**src/rtl/systolic_conv1d_engine_if.sv**
```systemverilog
// Sample-in / result-out stream pair of the 1-D convolution engine.
// The engine binds to the slave modport; the feeding/consuming side uses master.
interface systolic_conv1d_engine_if #(
  parameter int WIDTH = 8
);
  logic                    s_valid;
  logic                    s_ready;
  logic signed [WIDTH-1:0] s_data;
  logic                    m_valid;
  logic                    m_ready;
  logic signed [WIDTH-1:0] m_data;

  modport slave  (input  s_valid, s_data, m_ready, output s_ready, m_valid, m_data);
  modport master (output s_valid, s_data, m_ready, input  s_ready, m_valid, m_data);
endinterface

```
**src/rtl/systolic_conv1d_engine.sv**
```systemverilog
// Framed CELL_COUNT-tap signed valid-mode 1-D convolution with banked runtime weights,
// two-stage back-pressured pipeline (products, then sum/shift/saturate).
module systolic_conv1d_engine #(
  parameter  int WIDTH        = 8,
  parameter  int ACC_WIDTH    = 24,
  parameter  int CELL_COUNT   = 3,
  parameter  int KERNEL_COUNT = 4,
  parameter  int LEN_WIDTH    = 16,
  parameter  int SHIFT        = 0,
  localparam int BANK_W       = (KERNEL_COUNT > 1) ? $clog2(KERNEL_COUNT) : 1,
  localparam int CELL_W       = (CELL_COUNT > 1) ? $clog2(CELL_COUNT) : 1
) (
  input  logic                    clk,
  input  logic                    rst,
  input  logic                    i_ce,
  input  logic                    i_w_we,
  input  logic [BANK_W-1:0]       i_w_bank,
  input  logic [CELL_W-1:0]       i_w_cell,
  input  logic signed [WIDTH-1:0] i_w_data,
  input  logic                    i_start,
  input  logic [BANK_W-1:0]       i_start_bank,
  input  logic [LEN_WIDTH-1:0]    i_frame_len,
  systolic_conv1d_engine_if.slave io_strm,
  output logic                    o_busy,
  output logic                    o_done
);

  typedef enum logic [1:0] {S_IDLE, S_RUN, S_DRAIN, S_DONE} state_t;

  localparam logic signed [ACC_WIDTH-1:0] SAT_MAX = ACC_WIDTH'((1 << (WIDTH-1)) - 1);
  localparam logic signed [ACC_WIDTH-1:0] SAT_MIN = ACC_WIDTH'(-(1 << (WIDTH-1)));

  function automatic logic signed [ACC_WIDTH-1:0] shr_floor(input logic signed [ACC_WIDTH-1:0] v);
    return v >>> SHIFT;
  endfunction

  function automatic logic signed [WIDTH-1:0] sat(input logic signed [ACC_WIDTH-1:0] v);
    logic signed [WIDTH-1:0] r;
    if (v > SAT_MAX)      r = SAT_MAX[WIDTH-1:0];
    else if (v < SAT_MIN) r = SAT_MIN[WIDTH-1:0];
    else                  r = v[WIDTH-1:0];
    return r;
  endfunction

  state_t                        r_state, w_state_nxt;
  logic signed [WIDTH-1:0]       r_w [KERNEL_COUNT][CELL_COUNT];
  logic signed [WIDTH-1:0]       r_x [CELL_COUNT-1];
  logic [CELL_W-1:0]             r_fill;
  logic [BANK_W-1:0]             r_bank;
  logic [LEN_WIDTH-1:0]          r_left;
  logic signed [ACC_WIDTH-1:0]   r_prod_p1 [CELL_COUNT];
  logic                          r_vld_p1;
  logic signed [WIDTH-1:0]       r_data_p2;
  logic                          r_vld_p2;

  logic signed [WIDTH-1:0]       w_win  [CELL_COUNT];
  logic signed [ACC_WIDTH-1:0]   w_prod [CELL_COUNT];
  logic signed [ACC_WIDTH-1:0]   w_sum;
  logic                          w_stall, w_adv, w_s_ready, w_s_hs, w_primed;

  assign w_stall   = r_vld_p2 & ~io_strm.m_ready;
  assign w_adv     = i_ce & ~w_stall;
  assign w_s_ready = i_ce & (r_state == S_RUN) & (r_left != '0) & ~w_stall;
  assign w_s_hs    = io_strm.s_valid & w_s_ready;
  // A result exists only once CELL_COUNT-1 earlier samples of this frame sit in the delay line.
  assign w_primed  = (r_fill == CELL_W'(CELL_COUNT - 1));

  assign io_strm.s_ready = w_s_ready;
  assign io_strm.m_valid = r_vld_p2;
  assign io_strm.m_data  = r_data_p2;

  always_comb begin
    for (int k = 0; k < CELL_COUNT; k++) w_win[k] = '0;
    for (int k = 0; k < CELL_COUNT - 1; k++) w_win[k] = r_x[k];
    w_win[CELL_COUNT-1] = io_strm.s_data;
    for (int k = 0; k < CELL_COUNT; k++)
      w_prod[k] = ACC_WIDTH'(r_w[r_bank][k]) * ACC_WIDTH'(w_win[k]);
  end

  always_comb begin
    w_sum = '0;
    for (int k = 0; k < CELL_COUNT; k++) w_sum = w_sum + r_prod_p1[k];
  end

  always_comb begin
    w_state_nxt = r_state;
    o_busy      = (r_state != S_IDLE);
    o_done      = (r_state == S_DONE);
    case (r_state)
      S_IDLE:  if (i_start)
                 w_state_nxt = (i_frame_len < LEN_WIDTH'(CELL_COUNT)) ? S_DONE : S_RUN;
      S_RUN:   if (w_s_hs && r_left == LEN_WIDTH'(1)) w_state_nxt = S_DRAIN;
      S_DRAIN: if (!r_vld_p1 && !r_vld_p2) w_state_nxt = S_DONE;
      S_DONE:  w_state_nxt = S_IDLE;
      default: w_state_nxt = S_IDLE;
    endcase
  end

  always_ff @(posedge clk or posedge rst) begin
    if (rst) begin
      r_state <= S_IDLE;
      r_bank  <= '0;
      r_left  <= '0;
      r_fill  <= '0;
      for (int k = 0; k < CELL_COUNT - 1; k++) r_x[k] <= '0;
      for (int b = 0; b < KERNEL_COUNT; b++)
        for (int k = 0; k < CELL_COUNT; k++) r_w[b][k] <= '0;
    end else if (i_ce) begin
      r_state <= w_state_nxt;
      if (i_w_we && r_state == S_IDLE && int'(i_w_bank) < KERNEL_COUNT && int'(i_w_cell) < CELL_COUNT)
        r_w[i_w_bank][i_w_cell] <= i_w_data;
      if (r_state == S_IDLE && i_start) begin
        r_bank <= i_start_bank;
        r_left <= i_frame_len;
        r_fill <= '0;
        for (int k = 0; k < CELL_COUNT - 1; k++) r_x[k] <= '0;
      end else if (w_s_hs) begin
        r_left <= r_left - LEN_WIDTH'(1);
        if (!w_primed) r_fill <= r_fill + CELL_W'(1);
        for (int k = 0; k < CELL_COUNT - 2; k++) r_x[k] <= r_x[k+1];
        r_x[CELL_COUNT-2] <= io_strm.s_data;
      end
    end
  end

  always_ff @(posedge clk or posedge rst) begin
    if (rst) begin
      r_vld_p1  <= 1'b0;
      r_vld_p2  <= 1'b0;
      r_data_p2 <= '0;
      for (int k = 0; k < CELL_COUNT; k++) r_prod_p1[k] <= '0;
    end else if (w_adv) begin
      // stage 1: per-tap products captured on a completing sample handshake
      r_vld_p1 <= w_s_hs & w_primed;
      if (w_s_hs && w_primed) r_prod_p1 <= w_prod;
      // stage 2: tap sum, floor shift, saturation
      r_vld_p2 <= r_vld_p1;
      if (r_vld_p1) r_data_p2 <= sat(shr_floor(w_sum));
    end
  end

endmodule

```
**src/flat_wrapper.sv**
```systemverilog
// flat-port wrapper written by rule: the top's interface ports become plain ports
module systolic_conv1d_engine_flat 
#(
  parameter  int WIDTH        = 8,
  parameter  int ACC_WIDTH    = 24,
  parameter  int CELL_COUNT   = 3,
  parameter  int KERNEL_COUNT = 4,
  parameter  int LEN_WIDTH    = 16,
  parameter  int SHIFT        = 0,
  localparam int BANK_W       = (KERNEL_COUNT > 1) ? $clog2(KERNEL_COUNT) : 1,
  localparam int CELL_W       = (CELL_COUNT > 1) ? $clog2(CELL_COUNT) : 1
)
  (clk, rst, i_ce, i_w_we, i_w_bank, i_w_cell, i_w_data, i_start, i_start_bank, i_frame_len, o_busy, o_done, io_strm_s_valid, io_strm_s_data, io_strm_m_ready, io_strm_s_ready, io_strm_m_valid, io_strm_m_data);
  systolic_conv1d_engine_if #(.WIDTH(WIDTH)) io_strm_i ();
  input  logic clk;
  input  logic rst;
  input  logic i_ce;
  input  logic i_w_we;
  input  logic [BANK_W-1:0] i_w_bank;
  input  logic [CELL_W-1:0] i_w_cell;
  input  logic signed [WIDTH-1:0] i_w_data;
  input  logic i_start;
  input  logic [BANK_W-1:0] i_start_bank;
  input  logic [LEN_WIDTH-1:0] i_frame_len;
  output logic o_busy;
  output logic o_done;
  input wire logic [$bits(io_strm_i.s_valid)-1:0] io_strm_s_valid;
  input wire logic [$bits(io_strm_i.s_data)-1:0] io_strm_s_data;
  input wire logic [$bits(io_strm_i.m_ready)-1:0] io_strm_m_ready;
  output wire logic [$bits(io_strm_i.s_ready)-1:0] io_strm_s_ready;
  output wire logic [$bits(io_strm_i.m_valid)-1:0] io_strm_m_valid;
  output wire logic [$bits(io_strm_i.m_data)-1:0] io_strm_m_data;
  assign io_strm_i.s_valid = io_strm_s_valid;
  assign io_strm_i.s_data = io_strm_s_data;
  assign io_strm_i.m_ready = io_strm_m_ready;
  assign io_strm_s_ready = io_strm_i.s_ready;
  assign io_strm_m_valid = io_strm_i.m_valid;
  assign io_strm_m_data = io_strm_i.m_data;
  systolic_conv1d_engine #(.WIDTH(WIDTH), .ACC_WIDTH(ACC_WIDTH), .CELL_COUNT(CELL_COUNT), .KERNEL_COUNT(KERNEL_COUNT), .LEN_WIDTH(LEN_WIDTH), .SHIFT(SHIFT)) u_core (.clk(clk), .rst(rst), .i_ce(i_ce), .i_w_we(i_w_we), .i_w_bank(i_w_bank), .i_w_cell(i_w_cell), .i_w_data(i_w_data), .i_start(i_start), .i_start_bank(i_start_bank), .i_frame_len(i_frame_len), .io_strm(io_strm_i), .o_busy(o_busy), .o_done(o_done));
endmodule
```
**config.mk**
```make
export PLATFORM = sky130hd
export DESIGN_NAME = systolic_conv1d_engine_flat
export DESIGN_NICKNAME = d
export VERILOG_FILES = /design/src/rtl/systolic_conv1d_engine_if.sv /design/src/rtl/systolic_conv1d_engine.sv /design/src/flat_wrapper.sv
export SDC_FILE = /design/constraint.sdc
export NUM_CORES = 1
export LEC_CHECK = 0
export BUFFER_PORTS_ARGS = -buffer_cell sky130_fd_sc_hd__buf_2
export CORE_MARGIN = 2
export CORE_UTILIZATION = 60
export DETAILED_ROUTE_END_ITERATION = 10
export PLACE_DENSITY = 0.77
export SLEW_MARGIN = 15
export SYNTH_ARGS = -nofsm -noshare
export SYNTH_HDL_FRONTEND = slang
export SYNTH_SLANG_ARGS = --single-unit
```
**constraint.sdc**
```tcl
create_clock -name clk -period 6.8 [get_ports clk]
set_clock_uncertainty 0.2 [all_clocks]
set_input_delay 0.34 -clock clk [delete_from_list [all_inputs] [get_ports clk]]
set_output_delay 0.34 -clock clk [all_outputs]
set_load 0.01 [all_outputs]
```
==> results of run 1 <==
-- synth_stat cells, drive strengths merged (16+ instances only) --
cell,number
clkbuf,26
nand3,17
nor3,20
dfrtp,192
o21ai,70
buf,24
a22o,16
ha,111
xor2,17
a21oi,49
nor2,61
xnor2,31
inv,254
and2,117
mux2,111
fa,182
mux4,24
nand2,142
-- worst min path at each step --
stage / endpoint / slack (ps) / cells after the start
2_1_floorplan: u_core.r_w[0]$_DFFE_PP0P_ / 250 / 1
5_1_grt: u_core.io_strm.m_valid$_DFFE_PP0P_ / 20 / 3
4_1_cts: u_core.io_strm.m_valid$_DFFE_PP0P_ / 2 / 3
3_5_place_dp: u_core.r_w[4]$_DFFE_PP0P_ / 280 / 1
3_3_place_gp: u_core.r_w[0]$_DFFE_PP0P_ / 260 / 1
6_report: u_core.io_strm.m_valid$_DFFE_PP0P_ / 9 / 3
-- cell type report --
cell class,instances,area [um^2],share of cell area
timing repair buffer,68,388,0.0213
multi-input combinational,1127,11000,0.602
inverter,257,972,0.0533
tap,378,473,0.0259
sequential,192,4800,0.264
antenna,1,2.50,0.000137
clock buffer,17,425,0.0233
clock inverter,15,183,0.0100
-- power groups by stage --
stage,Sequential (mW),Combinational [mW],Clock (mW)
3_5_place_dp,1.77,3.21,0
3_3_place_gp,1.76,3.09,0
4_1_cts,1.75,3.25,1.06
5_1_grt,1.80,3.71,1.10
2_1_floorplan,1.61,2.61,0
6_report,1.76,3.23,1.04
-- flip-flops by register name (all words and copies together), names as in the netlist, 2 cells and up --
signal and flops:
u_core.r_bank 2, u_core.r_left 16, u_core.io_strm.m_data 8, u_core.r_w 96
u_core.r_state 2, u_core.r_x 16, u_core.r_fill 2, u_core.r_prod_p1 48
-- stage by stage --
step / hold WS (ps) / std cells
after global placement: 263 / 2015
after floorplan: 253 / 1626
after detailed placement: 277 / 2015
final: 8.65 / 2055
after global routing: 19.4 / 2054
after CTS: 2.42 / 2054
-- cell families (layout without fill, tap and decap cells) --
| group | Yosys count | count (layout) | synth area share |
|---|---|---|---|
| buffers and inverters | 307 | 357 | 0.0719 |
| muxes | 137 | 137 | 0.107 |
| xor gates and xnor gates | 48 | 48 | 0.0247 |
| and+or+nand+nor | 428 | 428 | 0.130 |
| DFF | 192 | 192 | 0.282 |
| adders and majority gates | 293 | 293 | 0.296 |
| AOI/OAI and AO/OA | 221 | 221 | 0.0883 |
| other | 0 | 1 | 0 |
-- routing by layer --
layer	track usage	routed length, um	vias to the layer above
met5	0	0	-
met4	0.0482	357	0
met3	0.0391	1430	28
met2	0.441	17600	238
met1	0.368	16700	5758
li1	-	-	5429
-- worst min-delay path, stage by stage --
cell     delay (ps)
buf_2           120
nand2_1          60
a22o_1          110
-- timing repair --
action,in CTS,in global routing
hold endpoints to repair,126,0
hold buffers,7,0
setup endpoints to repair,0,0
==> metrics.yaml, run 1 <==
logic_synthesis:
  synth_seq_cells: 192
  netlist.area_leader.share: 0.282
  synth.area.top_cells: "dfrtp_1 (28%), fa_1 (21%), ha_1 (8.2%)"
  syn_nets: 1964
  ys_seq_area_frac: 0.282
  post-synth-top-area-cell: "dfrtp_1"
  async_reset_ff_frac: 1.00
  ys_types: 80
  synth_edf_count: 0
  syn_area_mm2: 0.0170
  syn_area_per_cell_um2: 10.5
  synth_cells: 1626
  synth_flop_cell: "dfrtp_1"
  yosysWarnings: 0
timing:
  rsz0062_at_grt: "no"
  layout_min_cycle_time_ps: 5940
  setup_ws_ps: 857
  period_share: 0.874
  finalHoldViolations: 0
  slew_viol_final: 0
  tightestPinTransition_ps: 1060
  finalSetupViolCount: 0
  fmaxAchievable_mhz: 168
  slew_headroom: 0.289
  timing.setup.tns_ps: 0
pwr:
  clock_power_share: 0.173
  p_comb_frac: 0.536
  intPower_mw: 3.32
  ir_worst_vdd_uv: 211
  p_leak_nw: 9.10
  switching_share: 0.450
  power_density_mw_per_mm2: 331
  switching_power_mw: 2.71
  power.share.sequential: 0.291
  total_power_mw: 6.03
drt:
  vias_per_cell: 5.57
  detail-route-antenna-nets: 0
  remaining_drc_errors: 0
  first_iter_violations: 752
  finalWirelength_um: 36200
  drtPass1Iterations: 4
  via_count: 11500
  wl_per_cell_um: 17.6
clock_network:
  clk_latency_ps: 460
  htreeDepth: 4
  cts-root-buf: "clkbuf_16"
  post_cts_buffers: 0
  cts.reportedPaths.clkPinSlew_ps: 80
  ctsResizeCount: 0
  numCtsBuffers: 17
  cts_tree: "yes"
  cts_num_sinks: 192
  clock_tree.buffer_depth: 2
global_route:
  grt_overflow: 0
  grt_antenna_before_repair: 1
  grt_pass1_vias: 11800
  grt_pass1_wl_um: 60400
  grt_max_degree: 122
  grt_use_total: 0.262
floorplan:
  die_h_um: 172
  die_area_mm2: 0.0297
  rows: 61
  die_x_um: 172
  num_io_pins: 57
  fp.coreArea_mm2: 0.0279
  start_util: 0.611
setup_path:
  ff2ff_path_depth: 20
  slowest_stage: "dfrtp_1"
  crit_type: "reg -> reg"
  startpoint_type: "register"
  cp_num_buf_inv: 6
  endpoint: "u_core.r_prod_p1[38]$_DFFE_PP0P_"
  critical_path_required_ps: 6970
  max_stage_delay_ps: 570
  r2r_start: "u_core.r_bank[1]$_DFFE_PP0P_"
  r2r_setup_slack_ps: 860
  r2r_end: "u_core.r_prod_p1[38]$_DFFE_PP0P_"
  path_cells: "buf_4 -> buf_4 -> mux4_2 -> and2_1 -> fa_1 -> inv_1 -> fa_1 -> inv_1 -> fa_1 -> inv_1 -> fa_1 -> inv_1 -> ha_1 -> o21ai_0 -> a21oi_1 -> o21ai_1 -> a21boi_0 -> o211a_1 -> or4_1 -> nand3_1"
  cp.depth: 20
  startpoint: "u_core.r_bank[1]$_DFFE_PP0P_"
  cpLargestDelayFamily: "adder cells"
  cp.arrival_ps: 6120
  crit_path_end_kind: "register"
  critical_path.max_fanout: 14
placed_design:
  place_area_mm2: 0.0175
  dpl.hpwl_um: 28100
  gp_congestion: 0.896
  place.port_buffers: 56
  pre_cts_ws_ps: 859
cells_and_area:
  design_area_mm2: 0.0182
  mostFrequentLayoutCells: "inv_1 (253), dfrtp_1 (192), fa_1 (182)"
  fillerInstances: 2151
  layout-drive-gt1-share: 0.151
  final_util: 0.654
  area_delta_synth_final_pct: 7.17
  finalNetCount: 2001
  final_common_cell: "inv_1"
worst_hold_path:
  holdCritPathClass: "in -> reg"
  hp-start: "io_strm_m_ready"
job:
  maxCapViolCount: 0
outcome:
  outcome: "finished clean"
No activity file was read; power rests on OpenSTA's default activity.
==> inputs of run 2 (changes only) <==
- CORE_MARGIN: 2 -> not set
==> run 2 against run 1 <==
Compared with the run above: routed wire length increased by 2.6%; critical endpoint is now u_core.r_prod_p1[62]$_DFFE_PP0P_; sequential power about the same; cell area about the same.
==> metrics.yaml, run 2 (synthesis results as in run 1) <==
job:
  maxCapViolCount: 0
timing:
  finalHoldViolations: 0
  slew_headroom: 0.264
  setup_ws_ps: 756
  layout_min_cycle_time_ps: 6040
  fmaxAchievable_mhz: 165
  finalSetupViolCount: 0
  holdWs_ps: 12.2
  tightestPinTransition_ps: 1100
  period_share: 0.889
  slew_viol_final: 0
  rsz0062_at_grt: "no"
  timing.setup.tns_ps: 0
cells_and_area:
  top_register: "u_core.r_w"
  mostFrequentLayoutCells: "inv_1 (253), dfrtp_1 (192), fa_1 (182)"
  final_common_cell: "inv_1"
  final_util: 0.655
  layout-drive-gt1-share: 0.151
  largest_reg_flops: 96
  layout.cells.non_filler: 2052
  top_regs: "u_core.r_w x96, u_core.r_prod_p1 x48"
  fillerInstances: 2166
  area_delta_synth_final_pct: 7.20
  finalNetCount: 1999
  design_area_mm2: 0.0182
  antennaDiodeCount: 0
pwr:
  ir_worst_vdd_uv: 211
  power_density_mw_per_mm2: 334
  switching_power_mw: 2.74
  p_leak_nw: 9.10
  p_comb_frac: 0.537
  power.share.sequential: 0.289
  intPower_mw: 3.34
  total_power_mw: 6.09
  clock_power_share: 0.174
  switching_share: 0.451
floorplan:
  die_x_um: 170
  fp.coreArea_mm2: 0.0279
  start_util: 0.611
  die_h_um: 170
  die_area_mm2: 0.0290
  rows: 61
  num_io_pins: 57
clock_network:
  cts_num_sinks: 192
  cts.reportedPaths.clkPinSlew_ps: 80
  htreeDepth: 4
  clk_latency_ps: 450
  ctsResizeCount: 0
  clock_tree.buffer_depth: 2
  numCtsBuffers: 17
  cts_tree: "yes"
  cts-root-buf: "clkbuf_16"
setup_path:
  critical_path_required_ps: 6970
  ff2ff_path_depth: 18
  r2r_start: "u_core.r_bank[0]$_DFFE_PP0P_"
  startpoint_type: "register"
  crit_path_end_kind: "register"
  crit_type: "reg -> reg"
  cp.arrival_ps: 6220
  r2r_setup_slack_ps: 760
  r2r_end: "u_core.r_prod_p1[62]$_DFFE_PP0P_"
  critical_path.max_fanout: 19
worst_hold_path:
  holdPathStages: 3
  hp-start: "io_strm_m_ready"
  whs_endpoint: "u_core.io_strm.m_valid$_DFFE_PP0P_"
  holdCritPathClass: "in -> reg"
placed_design:
  dpl.hpwl_um: 28500
  placed_cells: 2015
  place.port_buffers: 56
  pre_cts_ws_ps: 804
  gp_congestion: 0.881
  place_area_mm2: 0.0176
drt:
  remaining_drc_errors: 0
  detail-route-antenna-nets: 0
  drtPass1Iterations: 5
  finalWirelength_um: 37100
  vias_per_cell: 5.59
  wl_per_cell_um: 18.1
  via_count: 11500
  first_iter_violations: 695
global_route:
  grt_pass1_vias: 11800
  grt_use_total: 0.275
  grt_pass1_wl_um: 61500
  grt_max_degree: 111
  grt_overflow: 0
  grt_antenna_before_repair: 1
outcome:
  outcome: "finished clean"
run 2: changes by cell type in the layout (fill, tap and decap cells not counted):
cell / previous run / this run
buf_4: 5 / 4
dlygate4sd3_1: 7 / 5
buf_12: 0 / 1
inv_8: 3 / 4
clkinv_2: 1 / 0
diode_2: 1 / 0
clkinv_4: 0 / 2
inv_6: 3 / 1
clkinvlp_4: 2 / 1
clkinv_8: 5 / 3
inv_12: 2 / 5
run 2: power by group through the flow:
stage | Combinational [mW] | Clock, mW | Sequential [mW]
6_report | 3.27 | 1.06 | 1.76
4_1_cts | 3.29 | 1.07 | 1.76
2_1_floorplan | 2.61 | 0 | 1.61
3_5_place_dp | 3.25 | 0 | 1.78
5_1_grt | 3.72 | 1.12 | 1.80
3_3_place_gp | 3.12 | 0 | 1.76
run 2: layer usage:
metal | global-route usage | vias up | share of wire
met5 | 0 | - | 0.00030
met4 | 0.0662 | 2 | 0.018
met3 | 0.0426 | 44 | 0.040
met2 | 0.460 | 263 | 0.48
met1 | 0.377 | 5751 | 0.46
li1 | - | 5413 | -
run 2: cell type report:
| cell class | count | area [um^2] | share of cell area |
|---|---|---|---|
| clock inverters | 15 | 198 | 0.0108 |
| repair buffers | 66 | 380 | 0.0209 |
| well taps | 378 | 473 | 0.0259 |
| clock buffers | 17 | 425 | 0.0233 |
| multi-input cells | 1127 | 11000 | 0.602 |
| inverters | 257 | 972 | 0.0533 |
| flip-flops and latches | 192 | 4800 | 0.263 |
run 2: worst max-delay path by stage:
| stage | from | to | slack [ps] |
|---|---|---|---|
| 2_1_floorplan | u_core.r_bank[0]$_DFFE_PP0P_ | u_core.r_prod_p1[62]$_DFFE_PP0P_ | 960 |
| 3_3_place_gp | u_core.r_bank[0]$_DFFE_PP0P_ | u_core.r_prod_p1[62]$_DFFE_PP0P_ | 920 |
| 3_5_place_dp | u_core.r_bank[0]$_DFFE_PP0P_ | u_core.r_prod_p1[62]$_DFFE_PP0P_ | 800 |
| 4_1_cts | u_core.r_bank[0]$_DFFE_PP0P_ | u_core.r_prod_p1[62]$_DFFE_PP0P_ | 780 |
| 5_1_grt | u_core.r_bank[0]$_DFFE_PP0P_ | u_core.r_prod_p1[62]$_DFFE_PP0P_ | 390 |
| 6_report | u_core.r_bank[0]$_DFFE_PP0P_ | u_core.r_prod_p1[62]$_DFFE_PP0P_ | 760 |
run 2: timing repair:
item | 4_1_cts | 5_1_grt
endpoints found under the setup margin | 0 | 0
hold endpoints to repair | 113 | 0
buffers inserted | 0 | 0
hold buffers | 5 | 0
run 2: critical path, stage by stage (launching register included):
cell	delay (ps)
dfrtp_1	610
buf_12	260
mux4_2	600
nand2b_1	210
fa_1	520
fa_1	560
inv_1	70
fa_1	540
inv_1	60
fa_1	530
inv_1	40
ha_1	290
o21ai_0	110
a21oi_1	120
o21ai_0	210
a21boi_0	190
o211a_1	260
or4_1	500
nand3_1	90
==> inputs of run 3 (changes only) <==
- PLACE_DENSITY: 0.77 -> 0.8
==> run 3 against run 2 <==
Compared with the run above: sequential share of layout area barely moved; worst setup slack improved by 150 ps; worst hold slack got worse by 10 ps; critical path type unchanged.
==> metrics.yaml, run 3 (synthesis results as in run 1) <==
drt:
  first_iter_violations: 824
  wl_per_cell_um: 18.4
  drtPass1Iterations: 5
  detail-route-antenna-nets: 0
  finalWirelength_um: 37700
  remaining_drc_errors: 0
  via_count: 11700
  vias_per_cell: 5.69
global_route:
  met3_usage: 0.0356
  grt_overflow: 0
  grt_util_met1: 0.378
  grt-busiest-layer: "met2"
  grt_max_degree: 120
  grt_pass1_vias: 12000
  met2_usage: 0.473
  grt_pass1_wl_um: 62200
  grt_antenna_before_repair: 0
  grt_use_total: 0.277
timing:
  holdWs_ps: 2.08
  tightestPinTransition_ps: 1110
  period_share: 0.867
  rsz0062_at_grt: "no"
  fmaxAchievable_mhz: 170
  finalHoldViolations: 0
  timing.setup.tns_ps: 0
  setup_ws_ps: 908
  finalSetupViolCount: 0
  slew_headroom: 0.258
  layout_min_cycle_time_ps: 5890
  slew_viol_final: 0
clock_network:
  cts_tree: "yes"
  numCtsBuffers: 17
  post_cts_buffers: 0
  htreeDepth: 4
  cts_num_sinks: 192
  clk_latency_ps: 450
  cts-root-buf: "clkbuf_16"
  cts.reportedPaths.clkPinSlew_ps: 90
  clock_tree.buffer_depth: 2
cells_and_area:
  finalNetCount: 2000
  layout-drive-gt1-share: 0.152
  antennaDiodeCount: 0
  top_regs: "u_core.r_w x96, u_core.r_prod_p1 x48"
  largest_reg_flops: 96
  area_delta_synth_final_pct: 7.32
  design_area_mm2: 0.0183
  mostFrequentLayoutCells: "inv_1 (253), dfrtp_1 (192), fa_1 (182)"
  final_common_cell: "inv_1"
  top_register: "u_core.r_w"
placed_design:
  place_area_mm2: 0.0176
  dpl.hpwl_um: 29000
  pre_cts_ws_ps: 930
  place.port_buffers: 56
  gp_congestion: 0.915
floorplan:
  die_h_um: 170
  num_io_pins: 57
  rows: 61
  die_area_mm2: 0.0290
  fp.coreArea_mm2: 0.0279
  die_x_um: 170
  start_util: 0.611
outcome:
  outcome: "finished clean"
pwr:
  power_density_mw_per_mm2: 336
  ir_worst_vdd_uv: 195
  p_leak_nw: 9.12
setup_path:
  critical_path_required_ps: 6980
  crit_type: "reg -> reg"
  cp.arrival_ps: 6080
  crit_path_end_kind: "register"
  r2r_setup_slack_ps: 910
  r2r_start: "u_core.r_bank[0]$_DFFE_PP0P_"
  startpoint: "u_core.r_bank[0]$_DFFE_PP0P_"
  r2r_end: "u_core.r_prod_p1[62]$_DFFE_PP0P_"
  endpoint: "u_core.r_prod_p1[62]$_DFFE_PP0P_"
  startpoint_type: "register"
  critical_path.max_fanout: 16
  ff2ff_path_depth: 19
job:
  maxCapViolCount: 0
worst_hold_path:
  holdCritPathClass: "in -> reg"
run 3: cell count changes in the layout (fill, tap and decap cells not counted), sizes merged:
cell | previous run | this run
buf | 61 | 63
clkinv | 8 | 10
dlygate4sd3 | 5 | 4
clkinvlp | 1 | 0
bufinv | 0 | 1
inv | 263 | 261
run 3: critical path, cell delays in order (launching register included):
cell and delay, ps:
dfrtp_1 390, buf_4 340, mux4_2 630, and2_1 210, fa_1 530, inv_1 50
fa_1 470, inv_1 50, fa_1 530, inv_1 60, fa_1 530, inv_1 50
ha_1 300, o21ai_0 120, a21oi_1 130, o21ai_0 200, a21boi_0 180, o211a_1 250
or4_1 500, nand3_1 90
run 3: per-stage QoR:
| stage | utilization | instances | power (mW) |
|---|---|---|---|
| 4_1_cts | 0.655 | 2053 | 6.15 |
| 2_1_floorplan | - | 1626 | 4.22 |
| 3_3_place_gp | 0.630 | 2017 | 4.86 |
| 5_1_grt | 0.655 | 2053 | 6.65 |
| 6_report | 0.655 | 2053 | 6.13 |
| 3_5_place_dp | 0.630 | 2017 | 5.03 |
run 3: report_power, final:
part	internal, mW	total, mW	switching (mW)
Combinational	1.40	3.28	1.87
Clock	0.547	1.10	0.552
Sequential	1.42	1.75	0.331
Total	3.37	6.13	2.76
run 3: cell type report:
type	instances	area (um^2)
inverter	257	972
tap	378	473
clock buffer	17	425
timing repair buffer	67	373
sequential	192	4800
fill	2041	9600
multi-input combinational	1127	11000
clock inverter	15	225
run 3: how the worst min path moves through the flow:
stage                                         start                             to  slack, ps  depth (start not counted)
after detailed placement  u_core.r_w[5]$_DFFE_PP0P_      u_core.r_w[5]$_DFFE_PP0P_        270                          1
after global routing                i_frame_len[15]  u_core.r_left[15]$_DFFE_PP0P_          8                          3
after CTS                           i_frame_len[15]  u_core.r_left[15]$_DFFE_PP0P_          1                          3
final                             io_strm_s_data[7]      u_core.r_x[7]$_DFFE_PP0P_          2                          3
after floorplan           u_core.r_w[0]$_DFFE_PP0P_      u_core.r_w[0]$_DFFE_PP0P_        250                          1
after global placement    u_core.r_w[7]$_DFFE_PP0P_      u_core.r_w[7]$_DFFE_PP0P_        260                          1
run 3: repair_timing:
item | in CTS | in global routing
gates resized for setup | 0 | 0
hold endpoints to repair | 121 | 0
hold buffers | 4 | 0
run 3: metal layers:
layer	share of wire	up-vias
li1	-	5408
met1	0.45	5957
met2	0.50	275
met3	0.042	38
met4	0.014	0
met5	0	-
